`src/rtl/neuro_uart_pkg.sv`:
```
// neuro_uart_pkg: shared types and constants for the neurocore UART receiver.
//   state_e       - receiver FSM state encoding
//   OVS           - oversample ticks per bit
//   PH_S0..PH_S2  - bit phases at which the line is sampled (decision on PH_S2)
//   PH_END        - last phase of a bit
//   DATA_BITS     - data bits per frame
//   maj3()        - 2-of-3 majority vote
package neuro_uart_pkg;

  typedef enum logic [2:0] {
    ST_IDLE   = 3'd0,
    ST_START  = 3'd1,
    ST_DATA   = 3'd2,
    ST_PARITY = 3'd3,
    ST_STOP   = 3'd4,
    ST_BREAK  = 3'd5
  } state_e;

  localparam int         OVS       = 16;
  localparam int         DATA_BITS = 8;
  localparam logic [3:0] PH_S0     = 4'd7;
  localparam logic [3:0] PH_S1     = 4'd8;
  localparam logic [3:0] PH_S2     = 4'd9;
  localparam logic [3:0] PH_END    = 4'(OVS - 1);

  function automatic logic maj3(input logic a, input logic b, input logic c);
    return (a & b) | (a & c) | (b & c);
  endfunction

endpackage

```
`src/rtl/neuro_uart_rx_baud_tick.sv`:
```
// neuro_baud_tick: 16x oversample tick generator.
//   clk      in  - system clock
//   rst_n    in  - asynchronous active-low reset
//   restart  in  - synchronous clear; holds the counter at 0 while asserted
//   tick     out - one-cycle strobe every CLKS_PER_TICK cycles after restart drops
module neuro_baud_tick #(
  parameter int CLKS_PER_TICK = 65
) (
  input  logic clk,
  input  logic rst_n,
  input  logic restart,
  output logic tick
);

  logic [11:0] cnt_q, cnt_d;
  logic        at_end;

  assign at_end = (cnt_q == 12'(CLKS_PER_TICK - 1));
  // Gated by restart so no stale strobe can leak into the first idle cycle.
  assign tick   = at_end & ~restart;

  always_comb begin
    cnt_d = cnt_q + 12'd1;
    if (restart || at_end) cnt_d = '0;
  end

  always_ff @(posedge clk or negedge rst_n) begin
    if (!rst_n) cnt_q <= '0;
    else        cnt_q <= cnt_d;
  end

endmodule

```
`src/rtl/neuro_uart_rx.sv`:
```
// neuro_uart_rx: oversampled UART receiver with a one-entry valid/ready output.
// Optional feature macro: NEURO_UART_RX_PARITY_EN (8E1 frame with parity check;
// default build is 8N1 and parity_err is tied low).
//   clk        in  - system clock
//   rst_n      in  - asynchronous active-low reset
//   rxd        in  - raw serial line, idle high, asynchronous
//   rx_data    out - received byte, stable while rx_valid
//   rx_valid   out - byte held until rx_valid & rx_ready
//   rx_ready   in  - consumer accept
//   frame_err  out - pulse: stop bit sampled low
//   parity_err out - pulse: parity mismatch (macro builds only)
//   overrun    out - pulse: byte completed while holding register full
//   busy       out - FSM not idle
module neuro_uart_rx
  import neuro_uart_pkg::*;
#(
  parameter int CLKS_PER_TICK = 65
) (
  input  logic       clk,
  input  logic       rst_n,
  input  logic       rxd,
  output logic [7:0] rx_data,
  output logic       rx_valid,
  input  logic       rx_ready,
  output logic       frame_err,
  output logic       parity_err,
  output logic       overrun,
  output logic       busy
);

  logic       rxd_meta_q, rxd_sync_q;
  state_e     state_q, state_d;
  logic [3:0] ph_q, ph_d;
  logic [2:0] bit_q, bit_d;
  logic [7:0] shift_q, shift_d;
  logic [1:0] samp_q, samp_d;
  logic [7:0] data_q, data_d;
  logic       valid_q, valid_d;
  logic       ferr_q, ferr_d;
  logic       ovr_q, ovr_d;
  logic       tick, restart, maj, decide, bit_end, commit;
`ifdef NEURO_UART_RX_PARITY_EN
  logic       perr_flag_q, perr_flag_d;
  logic       perr_q, perr_d;
`endif

  // Counter is held in IDLE so bit phase starts at the detected falling edge.
  assign restart = (state_q == ST_IDLE);

  neuro_baud_tick #(.CLKS_PER_TICK(CLKS_PER_TICK)) u_tick (
    .clk     (clk),
    .rst_n   (rst_n),
    .restart (restart),
    .tick    (tick)
  );

  // samp_q holds the phase-7/8 samples; the third vote is the live line at phase 9.
  assign maj     = maj3(samp_q[1], samp_q[0], rxd_sync_q);
  assign decide  = tick && (ph_q == PH_S2);
  assign bit_end = tick && (ph_q == PH_END);

  always_comb begin
    state_d = state_q;
    ph_d    = ph_q;
    bit_d   = bit_q;
    shift_d = shift_q;
    samp_d  = samp_q;
    data_d  = data_q;
    valid_d = valid_q;
    ferr_d  = 1'b0;
    ovr_d   = 1'b0;
    commit  = 1'b0;
`ifdef NEURO_UART_RX_PARITY_EN
    perr_flag_d = perr_flag_q;
    perr_d      = 1'b0;
`endif

    if (valid_q && rx_ready) valid_d = 1'b0;

    if (tick) begin
      ph_d = ph_q + 4'd1;
      if (ph_q == PH_S0) samp_d[1] = rxd_sync_q;
      if (ph_q == PH_S1) samp_d[0] = rxd_sync_q;
    end

    case (state_q)
      ST_IDLE: begin
        ph_d  = '0;
        bit_d = '0;
        if (!rxd_sync_q) state_d = ST_START;
      end
      ST_START: begin
        if (decide && maj)  state_d = ST_IDLE;
        else if (bit_end)   state_d = ST_DATA;
      end
      ST_DATA: begin
        if (decide) shift_d = {maj, shift_q[7:1]};
        if (bit_end) begin
          if (bit_q == 3'(DATA_BITS - 1)) begin
`ifdef NEURO_UART_RX_PARITY_EN
            state_d = ST_PARITY;
`else
            state_d = ST_STOP;
`endif
          end else begin
            bit_d = bit_q + 3'd1;
          end
        end
      end
`ifdef NEURO_UART_RX_PARITY_EN
      ST_PARITY: begin
        // Even parity: the parity bit must equal the XOR of the data bits.
        if (decide)  perr_flag_d = maj ^ (^shift_q);
        if (bit_end) state_d = ST_STOP;
      end
`endif
      ST_STOP: begin
        if (decide) begin
          state_d = ST_IDLE;
          if (!maj) begin
            ferr_d  = 1'b1;
            state_d = ST_BREAK;
`ifdef NEURO_UART_RX_PARITY_EN
          end else if (perr_flag_q) begin
            perr_d = 1'b1;
`endif
          end else begin
            commit = 1'b1;
          end
        end
      end
      ST_BREAK: begin
        if (rxd_sync_q) state_d = ST_IDLE;
      end
      default: state_d = ST_IDLE;
    endcase

    // A handshake in the same cycle frees the holding register for the new byte.
    if (commit) begin
      if (!valid_q || rx_ready) begin
        data_d  = shift_q;
        valid_d = 1'b1;
      end else begin
        ovr_d = 1'b1;
      end
    end
  end

  always_ff @(posedge clk or negedge rst_n) begin
    if (!rst_n) begin
      rxd_meta_q <= 1'b1;
      rxd_sync_q <= 1'b1;
      state_q    <= ST_IDLE;
      ph_q       <= '0;
      bit_q      <= '0;
      shift_q    <= '0;
      samp_q     <= '0;
      data_q     <= '0;
      valid_q    <= 1'b0;
      ferr_q     <= 1'b0;
      ovr_q      <= 1'b0;
`ifdef NEURO_UART_RX_PARITY_EN
      perr_flag_q <= 1'b0;
      perr_q      <= 1'b0;
`endif
    end else begin
      rxd_meta_q <= rxd;
      rxd_sync_q <= rxd_meta_q;
      state_q    <= state_d;
      ph_q       <= ph_d;
      bit_q      <= bit_d;
      shift_q    <= shift_d;
      samp_q     <= samp_d;
      data_q     <= data_d;
      valid_q    <= valid_d;
      ferr_q     <= ferr_d;
      ovr_q      <= ovr_d;
`ifdef NEURO_UART_RX_PARITY_EN
      perr_flag_q <= perr_flag_d;
      perr_q      <= perr_d;
`endif
    end
  end

  assign rx_data   = data_q;
  assign rx_valid  = valid_q;
  assign frame_err = ferr_q;
  assign overrun   = ovr_q;
  assign busy      = (state_q != ST_IDLE);
`ifdef NEURO_UART_RX_PARITY_EN
  assign parity_err = perr_q;
`else
  assign parity_err = 1'b0;
`endif

endmodule

```
`config.mk`:
```
export PLATFORM = sky130hd
export DESIGN_NAME = neuro_uart_rx
export DESIGN_NICKNAME = d
export VERILOG_FILES = /design/src/rtl/neuro_uart_pkg.sv /design/src/rtl/neuro_uart_rx_baud_tick.sv /design/src/rtl/neuro_uart_rx.sv
export SDC_FILE = /design/constraint.sdc
export NUM_CORES = 1
export LEC_CHECK = 0
export ABC_CLOCK_PERIOD_IN_PS = 2900
export BUFFER_PORTS_ARGS = -buffer_cell sky130_fd_sc_hd__clkbuf_2
export CAP_MARGIN = 15
export CORE_ASPECT_RATIO = 1.2
export CORE_UTILIZATION = 43
export DETAILED_ROUTE_END_ITERATION = 12
export GPL_TIMING_DRIVEN = 0
export SKIP_LAST_GASP = 1
export SLEW_MARGIN = 20
export SYNTH_ARGS = -nofsm -noshare
export SYNTH_HDL_FRONTEND = slang
export SYNTH_HIERARCHICAL = 1
export SYNTH_SLANG_ARGS = --single-unit
```
`constraint.sdc`:
```
create_clock -name clk -period 2.9 [get_ports clk]
set_clock_uncertainty 0.2 [all_clocks]
set_input_delay 0.58 -clock clk [delete_from_list [all_inputs] [get_ports clk]]
set_output_delay 0.58 -clock clk [all_outputs]
set_load 0.01 [all_outputs]
```
* Word-level counts from Yosys, hierarchy flattened
Index checks and enable logic that the tools add are counted.
** Word-level totals
- Logic and storage cells :: 83
- Register bits :: 45
- Bits of input ports :: 4
** Cells by class
- Bitwise gates (word level) :: 7
- Add/sub/neg operators :: 3
- Muxes and demuxes :: 26
- Reduce and logical (&&, ||, !) cells :: 17
- Equal/unequal tests :: 17
** Operators with widths (number)
- 3-bit 2-to-1 mux :: 10
- 3-bit case mux with 5 select lines :: 1
- 12-bit by 1-bit adder with 12-bit output (second input constant) :: 1
- 12-bit by 7-bit == test with 1-bit output (second input constant) :: 1
- 4-bit == test (second input constant) :: 3
- 12-bit 2-to-1 mux :: 1
- 2-bit inequality test (second input constant) :: 6
- 1-bit 2-to-1 mux :: 11
- 3-bit == test (second input constant) :: 3
- 4-bit 2-to-1 mux :: 2
- 2-bit AND reduction :: 4
- 3-bit case mux with 2 select lines :: 1
- 6-bit AND reduction :: 1
- 4-bit by 1-bit adder with 4-bit output (second input constant) :: 1
- 1-bit bitwise AND :: 4
- 4-bit by 3-bit == test with 1-bit output (second input constant) :: 1
- 1-bit logical AND :: 4
- 2-bit nonzero test :: 2
- 3-bit by 1-bit adder with 3-bit output (second input constant) :: 1
- 3-bit by 1-bit == test with 1-bit output (second input constant) :: 1
- 3-bit by 2-bit == test with 1-bit output (second input constant) :: 1
- 3-bit logical NOT :: 1
- 3-bit inequality test (second input constant) :: 1
- 3-bit AND reduction :: 1
- 5 further kinds :: 7

* Longest topological paths before layout
Gate-level depths: netlist (run 1).
- Depth after elaboration :: 7
- Gate-level depth with buffers :: 12
- Mapped depth without buffers :: 7

* Hierarchy
The synthesis (run 1) kept the hierarchy.
** By module, submodules not included
- neuro_uart_rx :: seq. area each 828.3 µm², area each 1527.7 µm², instances 1, cells each 118
- neuro_baud_tick :: seq. area each 300.3 µm², area each 630.6 µm², instances 1, cells each 63

* Worst setup path after synthesis (run 1)
OpenSTA, ideal clock, no wires.
- Path kind :: flip-flop to flip-flop
- From :: reg state_q[2]
- To :: reg data_q[0] (netlist: rx_data[0])
- Period minus slack after synthesis :: 2791 ps
- Path buffers :: 5
- Path slack :: 109 ps
- Data arrival time :: 2466 ps
- Library setup time :: 125 ps
- Cell stages (with the launch flop) :: 13
- Required time :: 2575 ps
- Cell sequence :: dfrtp_1 buf_2 or3_1 clkbuf_1 inv_1 nor4bb_1 buf_6 and4b_1 buf_6 nand4_4 nand2b_4 buf_6 mux2_4
** Between the ends
- Word-level cells in the longest chain between the ends :: 7
- Elaborated cells between the ends (all ways) :: 8
** Ends and longest elaborated chain
- from (decl) :: RTL line neuro_uart_rx.sv:32 : state_e state_q, state_d;
- from (signal assigned) :: RTL line neuro_uart_rx.sv:169 : state_q <= state_d;
- 3-bit logical NOT :: RTL line neuro_uart_rx.sv:48 : assign restart = (state_q == ST_IDLE);
- via restart :: RTL line neuro_uart_rx.sv:41 : logic tick, restart, maj, decide, bit_end, commit;
- 1-bit inverter :: RTL line neuro_uart_rx_baud_tick.sv:20 : assign tick = at_end & ~restart;
- 1-bit bitwise AND :: RTL line neuro_uart_rx_baud_tick.sv:20
- via tick :: RTL line neuro_uart_rx.sv:41
- 1-bit logical AND :: RTL line neuro_uart_rx.sv:59 : assign decide = tick && (ph_q == PH_S2);
- 1-bit 2-to-1 mux :: RTL line neuro_uart_rx.sv:118 : if (decide) begin
- 1-bit 2-to-1 mux :: RTL line neuro_uart_rx.sv:86 : case (state_q)
- 2-bit AND reduction (no source line)
- to (signal assigned) :: RTL line neuro_uart_rx.sv:174 : data_q <= data_d;
- to (decl) :: RTL line neuro_uart_rx.sv:37 : logic [7:0] data_q, data_d;
The timed path passes the listed nets, and every way through them passes these cells.
A chain may end at the register's enable or synchronous reset.

* Worst setup path in the final report (run 1)
- From :: reg u_tick.cnt_q[3]
- To :: reg data_q[5] (netlist: rx_data[5])
** Between the ends
- Word-level cells in the longest chain between the ends :: 6
** Ends and longest elaborated chain
- from (decl) :: RTL line neuro_uart_rx_baud_tick.sv:15 : logic [11:0] cnt_q, cnt_d;
- from (signal assigned) :: RTL line neuro_uart_rx_baud_tick.sv:29 : else cnt_q <= cnt_d;
- 12-bit by 7-bit == test with 1-bit output :: RTL line neuro_uart_rx_baud_tick.sv:18 : assign at_end = (cnt_q == 12'(CLKS_PER_TICK - 1));
- 1-bit bitwise AND :: RTL line neuro_uart_rx_baud_tick.sv:20
- via tick :: RTL line neuro_uart_rx.sv:41
- 1-bit logical AND :: RTL line neuro_uart_rx.sv:59
- 1-bit 2-to-1 mux :: RTL line neuro_uart_rx.sv:118
- 1-bit 2-to-1 mux :: RTL line neuro_uart_rx.sv:86
- 2-bit AND reduction (no source line)
The timed path passes the listed nets, and every way through them passes these cells.

==> results of run 1 <==
Yosys cell counts:
cell	instances
maj3_1	1
nor2b_1	1
nand2b_4	1
buf_4	1
o211ai_1	1
and4b_1	1
ha_1	7
or3_1	3
dfstp_2	2
mux2i_1	1
inv_1	8
o21ai_0	5
o22a_1	1
mux2_4	8
nor4_1	2
xor2_1	4
o22ai_1	1
nor2_1	15
o31ai_1	3
a41o_2	1
a22oi_1	1
nand3_2	1
nand4b_1	2
conb_1	1
nand4_1	3
nand2b_1	3
and3_1	1
clkbuf_1	1
and4_1	1
buf_2	1
nand4_4	2
nand2_1	8
or3_2	2
or4_1	5
nand3_1	9
and2b_2	1
dfrtp_1	43
o21ai_1	2
mux2_2	11
a21oi_1	9
buf_6	4
nor4bb_1	1
xnor2_1	2
final cells by class:
type	instances	area (µm²)
plain buffers	6	57.6
clock buffers	5	68.8
clock inverters	3	25.0
fillers	442	2280
inverters	8	30.0
multi-input cells	121	962
flip-flops and latches	45	1130
well taps	58	72.6
repair buffers	15	75.1
power groups by stage:
stage	logic (mW)	registers [mW]	clock network (mW)
final	0.0159	0.631	0.405
after global routing	0.0187	0.631	0.451
after CTS	0.0170	0.631	0.422
after detailed placement	0.0170	0.643	0
after global placement	0.0162	0.643	0
after floorplan	0.00250	0.643	0
per-stage QoR:
step                      total power [mW]   util  instances
final                                 1.05  0.515        261
after global routing                  1.10  0.515        261
after CTS                             1.07  0.512        261
after detailed placement             0.660  0.491        254
after global placement               0.659  0.491        254
after floorplan                      0.645      -        181
kinds of logic after synthesis:
family	after synthesis	share of synthesized area
other	1	0.00174
AO/OA/AOI/OAI	24	0.0667
buffers and inverters	15	0.0423
AND/OR/NAND/NOR	62	0.179
adder cells (fa/ha/maj)	8	0.0452
XOR/XNOR	6	0.0243
flip-flops	45	0.523
multiplexers	20	0.118
registers in the layout, summed over array words and instances (netlist names), 2 cells and up:
| register | count |
|---|---|
| rx_data | 8 |
| u_tick/cnt_q | 12 |
| state_q | 3 |
| bit_q | 3 |
| shift_q | 8 |
| ph_q | 4 |
| samp_q | 2 |
how the worst max path moves through the flow:
stage | cells past startpoint | to | start | slack [ns]
after floorplan | 12 | rx_data[0] | state_q[2] | 0.11
after global placement | 12 | rx_data[5] | state_q[2] | -0.05
after detailed placement | 12 | rx_data[5] | state_q[2] | -0.12
after CTS | 11 | rx_data[5] | state_q[2] | 0.04
after global routing | 11 | rx_data[5] | state_q[2] | 0.03
final | 10 | rx_data[5] | u_tick/cnt_q[3] | 0.14
repair_timing:
action | 4_1_cts | 5_1_grt
setup buffers | 0 | 0
resized for setup | 1 | 3
cloned | 0 | 0
endpoints found under the setup margin | 9 | 11
per-layer routing:
metal / GRT usage / wire length [µm]
met5: 0 / 0
met1: 0.186 / 1580
met4: 0.0553 / 42
met3: 0.0400 / 86
met2: 0.282 / 1950
==> reports/metrics.cfg, run 1 <==
[status]
status = complete, no violations

[global_routing]
overflow = 0
grt_usage = 0.161
grt_pass1_vias = 1425
grt_pass1_wl_mm = 6.49
grt_antenna_before_repair = 0
grt_max_degree = 46

[drt]
vias = 1447
route.detailed.drc = 0
vias_per_cell = 5.54
ant_nets = 0
wl_per_cell_um = 14.0
finalWirelength_mm = 3.66
drt_pass1_iterations = 4
drt_iter0_drc = 83

[sta]
setup_viol = 0
fmax_mhz = 363
hold_violations = 0
min_period_ns = 2.76
period_share = 0.950
worst_slack_ns = 0.144
finalSetupTns_ns = 0
maxSlewHeadroom = 0.350
whs_ns = 0.159
worst_pin_slew_ns = 0.975
rsz0062_at_grt = no
drv_slew = 0

[logic_synthesis]
yosysTopAreaCell = dfrtp_1
netlist_instances = 181
yosysSeqAreaShare = 0.523
syn-num-nets = 192
netlist-cell-type-count = 43
ys_ff_latch = 45
syn-cell-area_um2 = 2160
yosys-top-cells-area = dfrtp_1, mux2_2, mux2_4
yosysWarnings = 6
synth.top_cell.area_share = 0.499
syn_avg_cell_area_um2 = 11.9

[min_path]
hold_depth = 0
min_to = rxd_sync_q
hold_start = rxd_meta_q
hold_class = reg -> reg

[pwr]
power.internal_mw = 0.808
sw_frac_of_total = 0.231
pwr-share-comb = 0.015
p_per_area_nw_per_um2 = 435
p_leak_nw = 1.16
power.share.sequential = 0.600
clkPwrFrac = 0.385
vdd_drop_max_v = 0.000194
power.net_switching_mw = 0.243

[clock_tree]
clock_path_buffers = 2
clock_sink_count = 45
h-tree-depth = 2
path_clk_slew_ns = 0.09
clockRootBuffer = clkbuf_8
clk-insertion-delay-late_ns = 0.30
cts_buffers = 5
cts_tree = yes
holdBufCountCts = 0

[worst_setup_path]
cp.buffers_inverters = 3
required_ns = 2.89
r2r_slack_ns = 0.14
rr_worst_depth = 10
path_cells = nor4_2 -> nand2_1 -> nor4bb_2 -> buf_6 -> and4b_1 -> buf_6 -> nand4_4 -> nand2b_4 -> buf_6 -> mux2_4
critPathArrivalTime_ns = 2.75
cpLargestDelayFamily = simple AND/OR/NAND/NOR gates
end_kind = flop
critical-path-max-stage-delay_ns = 0.48
r2r_start = u_tick/cnt_q[3]
critPathMaxFanout = 9
crit_top_cell = buf_6
start_kind = flop
cp_slowest_cell = dfrtp_1
r2r_end = rx_data[5]
crit_type = reg -> reg

[cells_and_area]
layout_common_cells = dfrtp_1, nor2_1, clkbuf_2
nets = 213
design_area_um2 = 2420
final_common_cell = dfrtp_1
drive_gt1_frac = 0.305
antennaDiodeCount = 0
syn_to_final_growth_pct = 12.1

[die]
core_area_um2 = 4700
dieWidth_um = 66.7
die_height_um = 79.6
placementRows = 27
pin_count = 17
floorplan.initialDensity = 0.460
dieArea_um2 = 5310

[place]
place_area_um2 = 2310
port_buffers = 15
gp_congestion = 0.752
post-place-ws_ns = -0.118
hpwl_mm = 2.61

[job]
cap_violations = 0

Power figures use the tool's default switching activity.
==> inputs of run 2 (changes only) <==
--- a/config.mk
+++ b/config.mk
@@ -8,7 +8,7 @@
 export ABC_CLOCK_PERIOD_IN_PS = 2900
 export BUFFER_PORTS_ARGS = -buffer_cell sky130_fd_sc_hd__clkbuf_2
 export CAP_MARGIN = 15
-export CORE_ASPECT_RATIO = 1.2
+export CORE_ASPECT_RATIO = 1.1
 export CORE_UTILIZATION = 43
 export DETAILED_ROUTE_END_ITERATION = 12
 export GPL_TIMING_DRIVEN = 0
==> run 2 against run 1 <==
Effect of this change:
- register-to-register slack is essentially flat
- wire length shrank 2.1%
- sequential power hardly changed
- non-clock buffer count stayed put
- count of clock-buffer cells in the layout unchanged
- global-route usage fell by 0.26 points
- via count shrank 2.1%
- maximum frequency up 0.44%
- design area grew 0.93%
- highest routed layer unchanged
==> reports/metrics.cfg, run 2 (synthesis results as in run 1) <==
[global_routing]
gr-max-usage-layer = met2
grt_usage = 0.158  ; -0.00261
grt_pass1_vias = 1473  ; +3.4%
gr-usage-met3 = 0.0357  ; -0.00429
grt_use_met1 = 0.189  ; +0.00229
grt.met2_usage = 0.273  ; -0.00900
overflow = 0  ; unchanged
grt_max_degree = 46  ; unchanged
grt_pass1_wl_mm = 6.73  ; +3.7%
grt_antenna_before_repair = 0  ; unchanged

[clock_tree]
clock_path_buffers = 2  ; unchanged
clockRootBuffer = clkbuf_8
h-tree-depth = 2  ; unchanged
cts_tree = yes
clock_sink_count = 45  ; unchanged
post_cts_buffers = 0  ; unchanged
clk-insertion-delay-late_ns = 0.30  ; about the same
cts_buffers = 5  ; unchanged
path_clk_slew_ns = 0.09  ; about the same

[cells_and_area]
final_common_cell = dfrtp_1
syn_to_final_growth_pct = 13.2
layout_common_cells = dfrtp_1, nor2_1, clkbuf_2
antennaDiodeCount = 0  ; unchanged
design_area_um2 = 2440  ; +0.93%
drive_gt1_frac = 0.310  ; +0.00493
multi_input_area_um2 = 962  ; unchanged
largest_register = u_tick/cnt_q
ff_latch_area_um2 = 1130  ; +0.11%
largest_reg_flops = 12  ; unchanged
nFillCells = 429  ; -2.9%
fin_cells = 259  ; -0.77%
nets = 213  ; unchanged

[drt]
ant_nets = 0  ; unchanged
route.detailed.drc = 0  ; unchanged
drt_pass1_iterations = 4  ; unchanged
drt_iter0_drc = 88  ; +6.0%
wl_per_cell_um = 13.8  ; -1.4%
vias = 1416  ; -2.1%
vias_per_cell = 5.47  ; -1.4%
finalWirelength_mm = 3.58  ; -2.1%

[sta]
period_share = 0.946  ; -0.00414
worst_pin_slew_ns = 0.562  ; -0.412 ns
fmax_mhz = 364  ; +0.44%
hold_violations = 0  ; unchanged
drv_slew = 0  ; unchanged
setup_viol = 0  ; unchanged
maxSlewHeadroom = 0.625  ; +0.275
rsz0062_at_grt = no
finalSetupTns_ns = 0  ; unchanged
min_period_ns = 2.74  ; -0.0120 ns
worst_slack_ns = 0.156  ; +0.0120 ns

[place]
placed_cells = 252  ; -0.79%
hpwl_mm = 2.48  ; -5.0%
gp_congestion = 0.879  ; +17%
post-place-ws_ns = -0.132  ; -0.0142 ns
place_area_um2 = 2300  ; -0.11%
port_buffers = 15  ; unchanged

[worst_setup_path]
critPathArrivalTime_ns = 2.73  ; -0.02 ns
start_kind = flop
required_ns = 2.89  ; about the same
critical-path-max-stage-delay_ns = 0.46  ; -0.02 ns
critPathMaxFanout = 9  ; unchanged
path_cells = nor4_2 -> nand2_1 -> nor4bb_2 -> buf_6 -> and4b_1 -> buf_6 -> nand4_4 -> nand2b_4 -> buf_6 -> mux2_4
cp_slowest_cell = dfrtp_1
crit_top_cell = buf_6
rr_worst_depth = 10  ; unchanged
crit_type = reg -> reg
end_kind = flop

[die]
core_area_um2 = 4750  ; +1.1%
pin_count = 17  ; unchanged
dieWidth_um = 69.6  ; +4.3%
dieArea_um2 = 5310  ; about the same
die_height_um = 76.3  ; -4.2%
floorplan.initialDensity = 0.454  ; -0.00521
placementRows = 26  ; -3.7%

[pwr]
finalPower_mw = 1.13  ; +7.1%
vdd_drop_max_v = 0.000176  ; -9.3%
p_leak_nw = 1.17  ; +0.72%
p_per_area_nw_per_um2 = 461  ; +6.1%

[min_path]
hold_class = in -> async

[job]
cap_violations = 0  ; unchanged

[status]
status = complete, no violations

-- run 2: changes by cell type in the layout (fill, tap and decap cells not counted), sizes merged --
cell    delta
bufinv     +1
inv        -2
clkinv     +1
-- run 2: through the flow --
step / hold WS (ns) / utilization
floorplan: 0.0844 / -
global placement: 0.146 / 0.485
detailed placement: 0.148 / 0.485
CTS: 0.144 / 0.510
global route: 0.107 / 0.514
finish: 0.0649 / 0.514
-- run 2: layout make-up --
cell class,instances,share of cell area
Clock inverter,3,0.0190
Clock buffer,5,0.0282
Tap cell,56,0.0287
Inverter,8,0.0123
Timing Repair Buffer,15,0.0318
Sequential cell,45,0.463
Buffer,6,0.0236
Multi-Input combinational cell,121,0.394
-- run 2: what timing repair did --
item	in CTS	in global routing
hold endpoints to repair	0	0
gates resized for setup	1	4
endpoints found under the setup margin	12	11
pin swaps	0	0
hold buffers	0	0
-- run 2: final timing paths --
check / startpoint / endpoint / slack (ns)
max in group asynchronous: rst_n / u_tick/cnt_q[3] / 2.02
hold / removal: rst_n / bit_q[0] / 0.06
hold reg to reg: rxd_meta_q / rxd_sync_q / 0.16
min in group clk: rxd_meta_q / rxd_sync_q / 0.16
setup reg to reg: u_tick/cnt_q[5] / rx_data[5] / 0.16
setup / recovery: u_tick/cnt_q[5] / rx_data[5] / 0.16
-- run 2: per-layer routing --
layer  routed length (µm)  vias to the layer above
met3                   99                        7
met2                 1760                       20
met4                   64                        0
met1                 1650                      707
li1                     -                      682
met5                    0                        -
-- run 2: critical path: cells and delay by family (launching register included) --
family	cells	cell delay, ns
mux	1	0.30
simple gates	6	1.23
buf+inv	3	0.46
flops	1	0.46
-- run 2: report_power, final --
part,switching (mW),internal [mW],total (mW)
Sequential,0.00126,0.629,0.631
Combinational,0.0129,0.00348,0.0163
Clock,0.221,0.258,0.479
